==> src/rtl/register_bank_writer.sv <==
// Write side of the 32-entry general-purpose register file: one-hot write decode,
// flat read bus for the read-port muxes, and a bulk-clear sweep back to reset values.
module register_bank_writer #(
  parameter int                     WORD_LENGTH = 32,
  parameter int                     NBITS       = 5,
  parameter logic [WORD_LENGTH-1:0] GP_INIT     = 32'h1000_8000,
  parameter logic [WORD_LENGTH-1:0] SP_INIT     = 32'h7FFF_FFFC
) (
  input  logic                      clk,
  input  logic                      reset,
  input  logic                      Write_Enable,
  input  logic [NBITS-1:0]          Write_Register,
  input  logic [WORD_LENGTH-1:0]    Write_Data,
  input  logic                      Clear_Req,
  output logic                      Write_Ack,
  output logic                      Busy,
  output logic [31:0]               Write_Onehot,
  output logic [32*WORD_LENGTH-1:0] Reg_Flat
);

  localparam int NREGS = 32;

  typedef enum logic {
    IDLE  = 1'b0,
    CLEAR = 1'b1
  } state_t;

  state_t                 state, state_next;
  logic [NBITS-1:0]       counter;
  logic                   accept;
  logic [NREGS-1:0]       write_sel;
  logic [NREGS-1:0]       clear_sel;

  // Register 0 has no storage at all, so it can never be written.
  logic [WORD_LENGTH-1:0] regs [1:NREGS-1];

  function automatic logic [WORD_LENGTH-1:0] init_value(input int idx);
    if (idx == 28)      return GP_INIT;
    else if (idx == 29) return SP_INIT;
    else                return '0;
  endfunction

  // NOTE: every signal assigned here gets a default first, so no latch is inferred.
  always_comb begin
    state_next = state;
    accept     = 1'b0;
    write_sel  = '0;
    clear_sel  = '0;
    case (state)
      IDLE: begin
        if (Clear_Req) begin
          state_next = CLEAR;
        end else if (Write_Enable) begin
          accept    = 1'b1;
          write_sel = (NREGS'(1) << Write_Register) & ~NREGS'(1);
        end
      end
      CLEAR: begin
        clear_sel = NREGS'(1) << counter;
        if (counter == NBITS'(NREGS - 1)) state_next = IDLE;
      end
      default: state_next = IDLE;
    endcase
  end

  // NOTE: sequential state uses non-blocking assignments so all flops update together.
  always_ff @(posedge clk or negedge reset) begin
    if (!reset) begin
      state        <= IDLE;
      counter      <= '0;
      Write_Ack    <= 1'b0;
      Busy         <= 1'b0;
      Write_Onehot <= '0;
    end else begin
      state        <= state_next;
      Write_Ack    <= accept;
      Busy         <= (state_next == CLEAR);
      Write_Onehot <= write_sel;
      if (state == IDLE && Clear_Req) counter <= NBITS'(1);
      else if (state == CLEAR)        counter <= counter + 1'b1;
    end
  end

  // NOTE: the bank is plain flops, not a RAM, because every entry has a defined reset value.
  always_ff @(posedge clk or negedge reset) begin
    if (!reset) begin
      for (int i = 1; i < NREGS; i++) regs[i] <= init_value(i);
    end else begin
      for (int i = 1; i < NREGS; i++) begin
        if (write_sel[i])      regs[i] <= Write_Data;
        else if (clear_sel[i]) regs[i] <= init_value(i);
      end
    end
  end

  always_comb begin
    Reg_Flat = '0;
    for (int i = 1; i < NREGS; i++) Reg_Flat[i*WORD_LENGTH +: WORD_LENGTH] = regs[i];
  end

endmodule

==> config.mk <==
export PLATFORM = sky130hd
export DESIGN_NAME = register_bank_writer
export DESIGN_NICKNAME = d
export VERILOG_FILES = /design/src/rtl/register_bank_writer.sv
export SDC_FILE = /design/constraint.sdc
export NUM_CORES = 1
export LEC_CHECK = 0
export ABC_AREA = 1
export BUFFER_PORTS_ARGS = -buffer_cell sky130_fd_sc_hd__buf_2
export CORE_AREA = 5 5 425 427
export CTS_CLUSTER_DIAMETER = 80
export CTS_CLUSTER_SIZE = 16
export DETAILED_ROUTE_END_ITERATION = 8
export DIE_AREA = 0 0 430 432
export GPL_TIMING_DRIVEN = 1
export HOLD_SLACK_MARGIN = 0.06
export PLACE_DENSITY = 0.42
export SLEW_MARGIN = 40
export SYNTH_ARGS = -nofsm -noshare
export SYNTH_HDL_FRONTEND = slang
export SYNTH_SLANG_ARGS = --single-unit
==> constraint.sdc <==
create_clock -name clk -period 1.65 [get_ports clk]
set_clock_uncertainty 0.05 [all_clocks]
set_input_delay 0.33 -clock clk [delete_from_list [all_inputs] [get_ports clk]]
set_output_delay 0.33 -clock clk [all_outputs]
set_load 0.01 [all_outputs]
==> flow_metrics.py, run 1 <==
metrics = {
    "status": {
        "status": "complete, but fails checks",
        "violations": "setup timing",
    },
    "sta": {
        "rsz0062_at_grt": "true",
        "setup_violations": 1154,
        "min_period_over_period": 1.14,
        "tns_ns": -126.63,
        "period_minus_slack_ns": 1.88,
        "worst-slew-pin-transition_ns": 0.664,
        "timing.slew.headroom": 0.556,
        "fmaxAchievable_mhz": 533,
        "final.setup.worst_slack_ns": -0.227,
        "final-hold-violation-count": 0,
        "report.final.slew_viol_count": 0,
    },
    "clock_tree": {
        "clock_sinks": 1030,
        "cts_root_buf": "clkbuf_16",
        "cts_tree": "yes",
        "clk_pin_slew_ns": 0.07,
        "cts_buffers": 84,
        "htreeDepth": 3,
        "clock_latency_ns": 0.68,
        "clockBufferDepth": 3,
    },
    "power": {
        "total_power_mw": 64.7,
        "p_comb_frac": 0.216,
        "power_frac_seq": 0.446,
        "pwr-share-clk": 0.338,
        "p_sw_mw": 20.9,
        "p_int_mw": 43.8,
        "peakVddDrop_uv": 704,
        "p_sw_frac": 0.323,
        "leakage_nw": 34.0,
        "power_density_nw_per_um2": 1080,
    },
    "cells_and_area": {
        "drive_gt1_frac": 0.350,
        "area_delta_synth_final_pct": 48.8,
        "fill_cells": 18300,
        "finalNetCount": 5813,
    },
    "worst_setup_path": {
        "crit_path_start": "state",
        "critPathRequiredTime_ns": 2.18,
        "arrival_ns": 2.40,
        "reg2reg_from": "state",
        "start_kind": "flip-flop",
        "cp_max_fo": 17,
        "endpoint_kind": "flip-flop",
        "rrSetupSlack_ns": -0.23,
        "reg2reg_to": "Reg_Flat[387]",
        "critical_path_class": "reg -> reg",
        "reg2regPathDepth": 9,
    },
    "routing": {
        "vias_per_cell": 4.68,
        "wl_met3_um": 17100,
        "drcViolationCount": 0,
        "met1_length_um": 98500,
        "wirelength_um": 244000,
        "vias": 38200,
        "ant_nets": 0,
        "wl_met2_um": 116000,
        "routedWlPerCell_um": 29.9,
        "drt_iter0_markers": 3604,
        "firstDrtPassIters": 6,
        "top_layer_used": "met4",
    },
    "yosys": {
        "ys_seq_area_frac": 0.639,
        "synthCells": 4436,
        "synthesis.area_um2": 40400,
        "synth_cell_type_count": 26,
        "synth.top_cells.by_count": "nand2_1 (1808), dfrtp_1 (999), nand3_1 (781)",
        "netlist.area_leader.share": 0.619,
        "synth-main-ff-cell": "dfrtp_1",
        "synth_most_common_cell": "nand2_1",
        "synth-edff-count": 0,
        "ys.warnings.count": 0,
        "ys_top_cells_by_area": "dfrtp_1 (62%), nand2_1 (17%), nand3_1 (9.7%), o21ai_0 (2.0%), dfstp_2 (2.0%)",
        "synth_area_per_cell_um2": 9.11,
        "ys_async_sr_fraction": 1.00,
        "synth_area_leader_cell": "dfrtp_1",
        "synth_seq_cells": 1030,
    },
    "flow_run": {
        "drv_cap": 0,
    },
    "floorplanning": {
        "io_pins": 1099,
        "start_util": 0.230,
        "die_area_um2": 186000,
        "die_h_um": 432,
        "rows": 154,
        "core_area_um2": 176000,
        "die_w_um": 430,
    },
    "worst_hold_path": {
        "hold_path.startpoint": "Write_Data[13]",
        "hold_end": "Reg_Flat[45]",
        "hold_path_class": "in -> reg",
        "holdPathStages": 4,
    },
    "global_routing": {
        "grt_pass1_vias": 36900,
        "grt_first_pass_wirelength_um": 321000,
        "grtUsageTotal": 0.246,
        "grt_overflow": 0,
        "grt_max_degree": 66,
        "antenna_found_initial": 20,
    },
    "placement": {
        "hpwl_um": 156000,
        "gp_congestion": 0.829,
        "port_buffers": 1065,
    },
}
## sequential cells by signal, summed over array words and instances (netlist names)
| signal | count |
|---|---|
| Write_Onehot | 31 |
| counter | 5 |
| Reg_Flat | 992 |
| Write_Ack | 1 |
| state | 1 |
## placed cells by master, fill, tap and decap left out, drive strengths merged
| cell | synthesis | layout |
|---|---|---|
| ha | 7 | 7 |
| dlygate4sd3 | 0 | 34 |
| o21ai | 228 | 228 |
| bufbuf | 0 | 3 |
| dfstp | 31 | 31 |
| buf | 187 | 1521 |
| nand4 | 6 | 6 |
| nand2 | 1816 | 1816 |
| dfrtp | 999 | 999 |
| clkbuf | 186 | 134 |
| clkinvlp | 0 | 3 |
| clkinv | 1 | 13 |
| diode | 0 | 10 |
| conb | 1 | 33 |
| nor2 | 41 | 41 |
| a21oi | 1 | 1 |
| nand3 | 783 | 783 |
| inv | 138 | 145 |
| nor3 | 10 | 10 |
| o22ai | 1 | 1 |
| bufinv | 0 | 8 |
## routing by layer
metal	GRT usage	up-vias
li1	-	16800
met1	0.312	19400
met2	0.404	1736
met3	0.0502	382
met4	0.115	0
met5	0	-
## critical path, cell delays in order, from the launching register on
cell,delay [ns]
dfrtp_2,0.43
nor2_4,0.20
nand3_4,0.17
buf_12,0.17
nor2_4,0.23
buf_12,0.15
nor2_4,0.04
buf_12,0.15
nand2_1,0.08
nand2_1,0.05
## through the flow
step	area, µm²	hold slack, ns	util	std cells	worst slack [ns]
floorplan	40500	-0.0156	-	4468	0.00856
global placement	51400	0.175	0.293	7814	-0.398
detailed placement	51500	0.175	0.293	7816	-0.433
CTS	58600	0.0605	0.333	8114	-0.245
global route	60100	0.0934	0.342	8162	-0.305
finish	60100	0.118	0.342	8167	-0.227
## cells by family (layout without fill, tap and decap cells)
| kind of cell | count (synthesis) | in the layout | share of synthesized area |
|---|---|---|---|
| AO/OA/AOI/OAI | 230 | 230 | 0.0285 |
| buffers and inverters | 512 | 1861 | 0.0568 |
| adder cells (fa/ha/maj) | 7 | 7 | 0.00217 |
| AND/OR/NAND/NOR | 2656 | 2656 | 0.274 |
| other | 1 | 43 | 0.0000928 |
| flip-flops | 1030 | 1030 | 0.639 |
## power groups by stage
| stage | clock, mW | sequential [mW] | combinational (mW) |
|---|---|---|---|
| finish | 21.8 | 28.9 | 14.0 |
| global route | 23.2 | 29.1 | 14.9 |
| CTS | 22.3 | 28.8 | 13.6 |
| detailed placement | 0 | 29.2 | 11.7 |
| global placement | 0 | 29.2 | 11.6 |
| floorplan | 0 | 30.0 | 3.41 |
## what timing repair did
item / CTS / global route
hold endpoints to repair: 1395 / 0
pin swaps: 58 / 41
gates cloned: 69 / 32
buffers inserted: 59 / 19
setup endpoints to repair: 1996 / 2037
hold buffers: 34 / 0
resized for setup: 420 / 238
## worst max-delay path by stage
stage / end / cells past startpoint
floorplan: Reg_Flat[491] / 8
global route: Reg_Flat[1021] / 9
CTS: Reg_Flat[935] / 1
finish: Reg_Flat[387] / 9
global placement: Reg_Flat[532] / 7
detailed placement: Reg_Flat[383] / 8
## final cells by class
type                       instances  area [µm²]  share of cell area
sequential                      1030       25800               0.430
multi-input combinational       2926       14100               0.235
timing repair buffer            1584       13800               0.229
tap                             2340        2930              0.0487
clock buffer                     108        2290              0.0382
inverter                         139         657              0.0109
clock inverter                    30         503             0.00837
antenna                           10        25.0            0.000416
(Power assumes the default switching activity.)
==> inputs of run 2 (changes only) <==
- ABC_AREA: 1 -> not set
- CORE_AREA: 5 5 425 427 -> 5 5 427 429
- DIE_AREA: 0 0 430 432 -> 0 0 432 434
- PLACE_DENSITY: 0.42 -> 0.4
==> run 2 against run 1 <==
  * The run still ends with setup timing left
  * Clock-buffer cell count grew 2
  * Sequential power is 7.6% higher
  * Clock power decreased by 6%
  * Die area rose by 0.93%
  * Critical path type unchanged
  * Sequential cell count did not move
  * Via count fell by 14%
==> flow_metrics.py, run 2 <==
metrics = {
    "power": {
        "leakage_nw": 27.7,
        "p_sw_frac": 0.348,
        "pwr-share-clk": 0.295,
        "p_int_mw": 45.3,
        "p_sw_mw": 24.2,
        "total_power_mw": 69.5,
        "power_density_nw_per_um2": 1280,
        "peakVddDrop_uv": 664,
        "p_comb_frac": 0.257,
        "power_frac_seq": 0.448,
    },
    "yosys": {
        "synth_area_per_cell_um2": 12.6,
        "netlist.area_leader.share": 0.648,
        "synth_most_common_cell": "dfrtp_1",
        "ys_seq_area_frac": 0.669,
        "synthCells": 3067,
        "synth_area_leader_cell": "dfrtp_1",
        "ys_async_sr_fraction": 1.00,
        "ys_top_cells_by_area": "dfrtp_1 (65%), a22o_1 (16%), nand3_1 (3.3%), o21ai_0 (3.1%), nand2_1 (2.5%)",
        "synthesis.area_um2": 38600,
        "synth.top_cells.by_count": "dfrtp_1 (999), a22o_1 (708), nand2_1 (258), nand3_1 (258), clkbuf_1 (251)",
        "synth_seq_cells": 1030,
        "ys.warnings.count": 0,
        "synth-edff-count": 0,
        "synth-main-ff-cell": "dfrtp_1",
        "synth_cell_type_count": 47,
    },
    "global_routing": {
        "grt_max_degree": 65,
        "antenna_found_initial": 20,
        "grtUsageTotal": 0.215,
        "grt_pass1_vias": 31700,
        "grt_first_pass_wirelength_um": 283000,
        "grt_overflow": 0,
    },
    "clock_tree": {
        "cts_root_buf": "clkbuf_16",
        "clockBufferDepth": 3,
        "htreeDepth": 3,
        "cts_tree": "yes",
        "clock_sinks": 1030,
        "cts_buffers": 84,
        "clock_latency_ns": 0.72,
        "clk_pin_slew_ns": 0.08,
    },
    "worst_hold_path": {
        "hold_end": "Reg_Flat[272]",
        "holdPathStages": 3,
        "hold_path_class": "in -> reg",
        "hold_path.startpoint": "Write_Data[16]",
    },
    "placement": {
        "port_buffers": 1065,
        "gp_congestion": 0.796,
        "hpwl_um": 143000,
        "dpl.cell_count": 6409,
    },
    "worst_setup_path": {
        "arrival_ns": 2.53,
        "cp_max_fo": 32,
        "critPathRequiredTime_ns": 2.22,
        "endpoint_kind": "flip-flop",
        "start_kind": "flip-flop",
        "reg2reg_from": "state",
        "reg2regPathDepth": 8,
        "critical_path_class": "reg -> reg",
        "reg2reg_to": "Reg_Flat[705]",
        "rrSetupSlack_ns": -0.31,
    },
    "sta": {
        "tns_ns": -178.92,
        "fmaxAchievable_mhz": 509,
        "rsz0062_at_grt": "true",
        "timing.slew.headroom": 0.588,
        "worst-slew-pin-transition_ns": 0.618,
        "setup_violations": 1507,
        "report.final.slew_viol_count": 0,
        "final.setup.worst_slack_ns": -0.314,
        "period_minus_slack_ns": 1.96,
        "final-hold-violation-count": 0,
        "min_period_over_period": 1.19,
    },
    "status": {
        "status": "complete, but fails checks",
        "violations": "setup timing",
    },
    "cells_and_area": {
        "fill_cells": 18200,
        "fin_cells": 6655,
        "drive_gt1_frac": 0.386,
        "final_cell_mix": "buf_2 (1057), dfrtp_1 (995), a22o_1 (708)",
        "largest_reg_flops": 992,
        "area_delta_synth_final_pct": 40.2,
        "finalNetCount": 4289,
        "final_common_cell": "buf_2",
    },
    "routing": {
        "wirelength_um": 219000,
        "drt_iter0_markers": 2901,
        "firstDrtPassIters": 6,
        "ant_nets": 0,
        "drcViolationCount": 0,
        "routedWlPerCell_um": 32.9,
        "vias_per_cell": 4.95,
        "vias": 32900,
    },
    "floorplanning": {
        "die_h_um": 434,
        "die_area_um2": 187000,
        "start_util": 0.217,
        "rows": 155,
        "io_pins": 1099,
        "die_w_um": 432,
        "core_area_um2": 178000,
    },
    "flow_run": {
        "drv_cap": 0,
    },
}
[run 2: what timing repair did]
action                      CTS  global route
gates resized for setup      47            56
hold endpoints to repair    782             0
buffers inserted             22            13
setup endpoints to repair  2029          2043
hold buffers                 33             0
gates cloned                 10            24
pin swaps                    25            14
[run 2: logic make-up after synthesis]
family / Yosys count / synth area share
and+or+nand+nor: 592 / 0.0743
buffers and inverters: 414 / 0.0471
muxes: 1 / 0.000260
DFF: 1030 / 0.669
other: 1 / 0.0000972
adders and majority gates: 7 / 0.00227
AOI/OAI and AO/OA: 1021 / 0.206
xor gates and xnor gates: 1 / 0.000227
[run 2: worst max path at each step]
stage          startpoint            end  slack [ns]  cells past startpoint
3_5_place_dp        state  Reg_Flat[928]       -0.32                      8
5_1_grt             state  Reg_Flat[213]       -0.37                      8
2_1_floorplan       state  Reg_Flat[706]       -0.07                      5
4_1_cts             state           Busy       -0.31                      3
6_report            state  Reg_Flat[705]       -0.31                      8
3_3_place_gp        state  Reg_Flat[959]       -0.30                      8
[run 2: critical path, stage by stage, from the launching register on]
cell,delay [ns]
dfrtp_2,0.41
buf_6,0.15
buf_6,0.14
nor4b_4,0.27
buf_6,0.14
buf_12,0.11
a22oi_2,0.10
buf_12,0.20
a22o_1,0.23
[run 2: per-stage QoR]
stage,setup WS (ns),hold slack [ns],area (µm²),utilization
global route,-0.369,0.0782,54100,0.304
finish,-0.314,0.129,54100,0.304
CTS,-0.310,0.0659,53300,0.300
floorplan,-0.0719,-0.0156,39400,-
global placement,-0.298,0.413,49600,0.279
detailed placement,-0.325,0.412,49600,0.279
[run 2: layout make-up]
| cell class | instances | area [µm²] | area share |
|---|---|---|---|
| Inverter | 9 | 33.8 | 0.000625 |
| Multi-Input combinational cell | 1655 | 11500 | 0.213 |
| Antenna cell | 7 | 17.5 | 0.000324 |
| Sequential cell | 1030 | 25800 | 0.477 |
| Timing Repair Buffer | 1461 | 11200 | 0.207 |
| Clock buffer | 110 | 2230 | 0.0412 |
| Clock inverter | 28 | 329 | 0.00608 |
| Tap cell | 2355 | 2950 | 0.0545 |
[run 2: metal layers]
metal | vias to the layer above | routed length [µm] | global-route usage
li1 | 13500 | - | -
met4 | 0 | 8320 | 0.0728
met1 | 17500 | 89100 | 0.271
met5 | - | 0 | 0
met3 | 316 | 15000 | 0.0425
met2 | 1604 | 107000 | 0.369
[run 2: power by group through the flow]
| stage | logic, mW | clock network (mW) | registers, mW |
|---|---|---|---|
| CTS | 17.7 | 21.0 | 31.1 |
| finish | 17.8 | 20.5 | 31.1 |
| detailed placement | 17.2 | 0 | 31.5 |
| global route | 18.8 | 21.8 | 31.5 |
| floorplan | 5.12 | 0 | 32.9 |
| global placement | 17.0 | 0 | 31.5 |
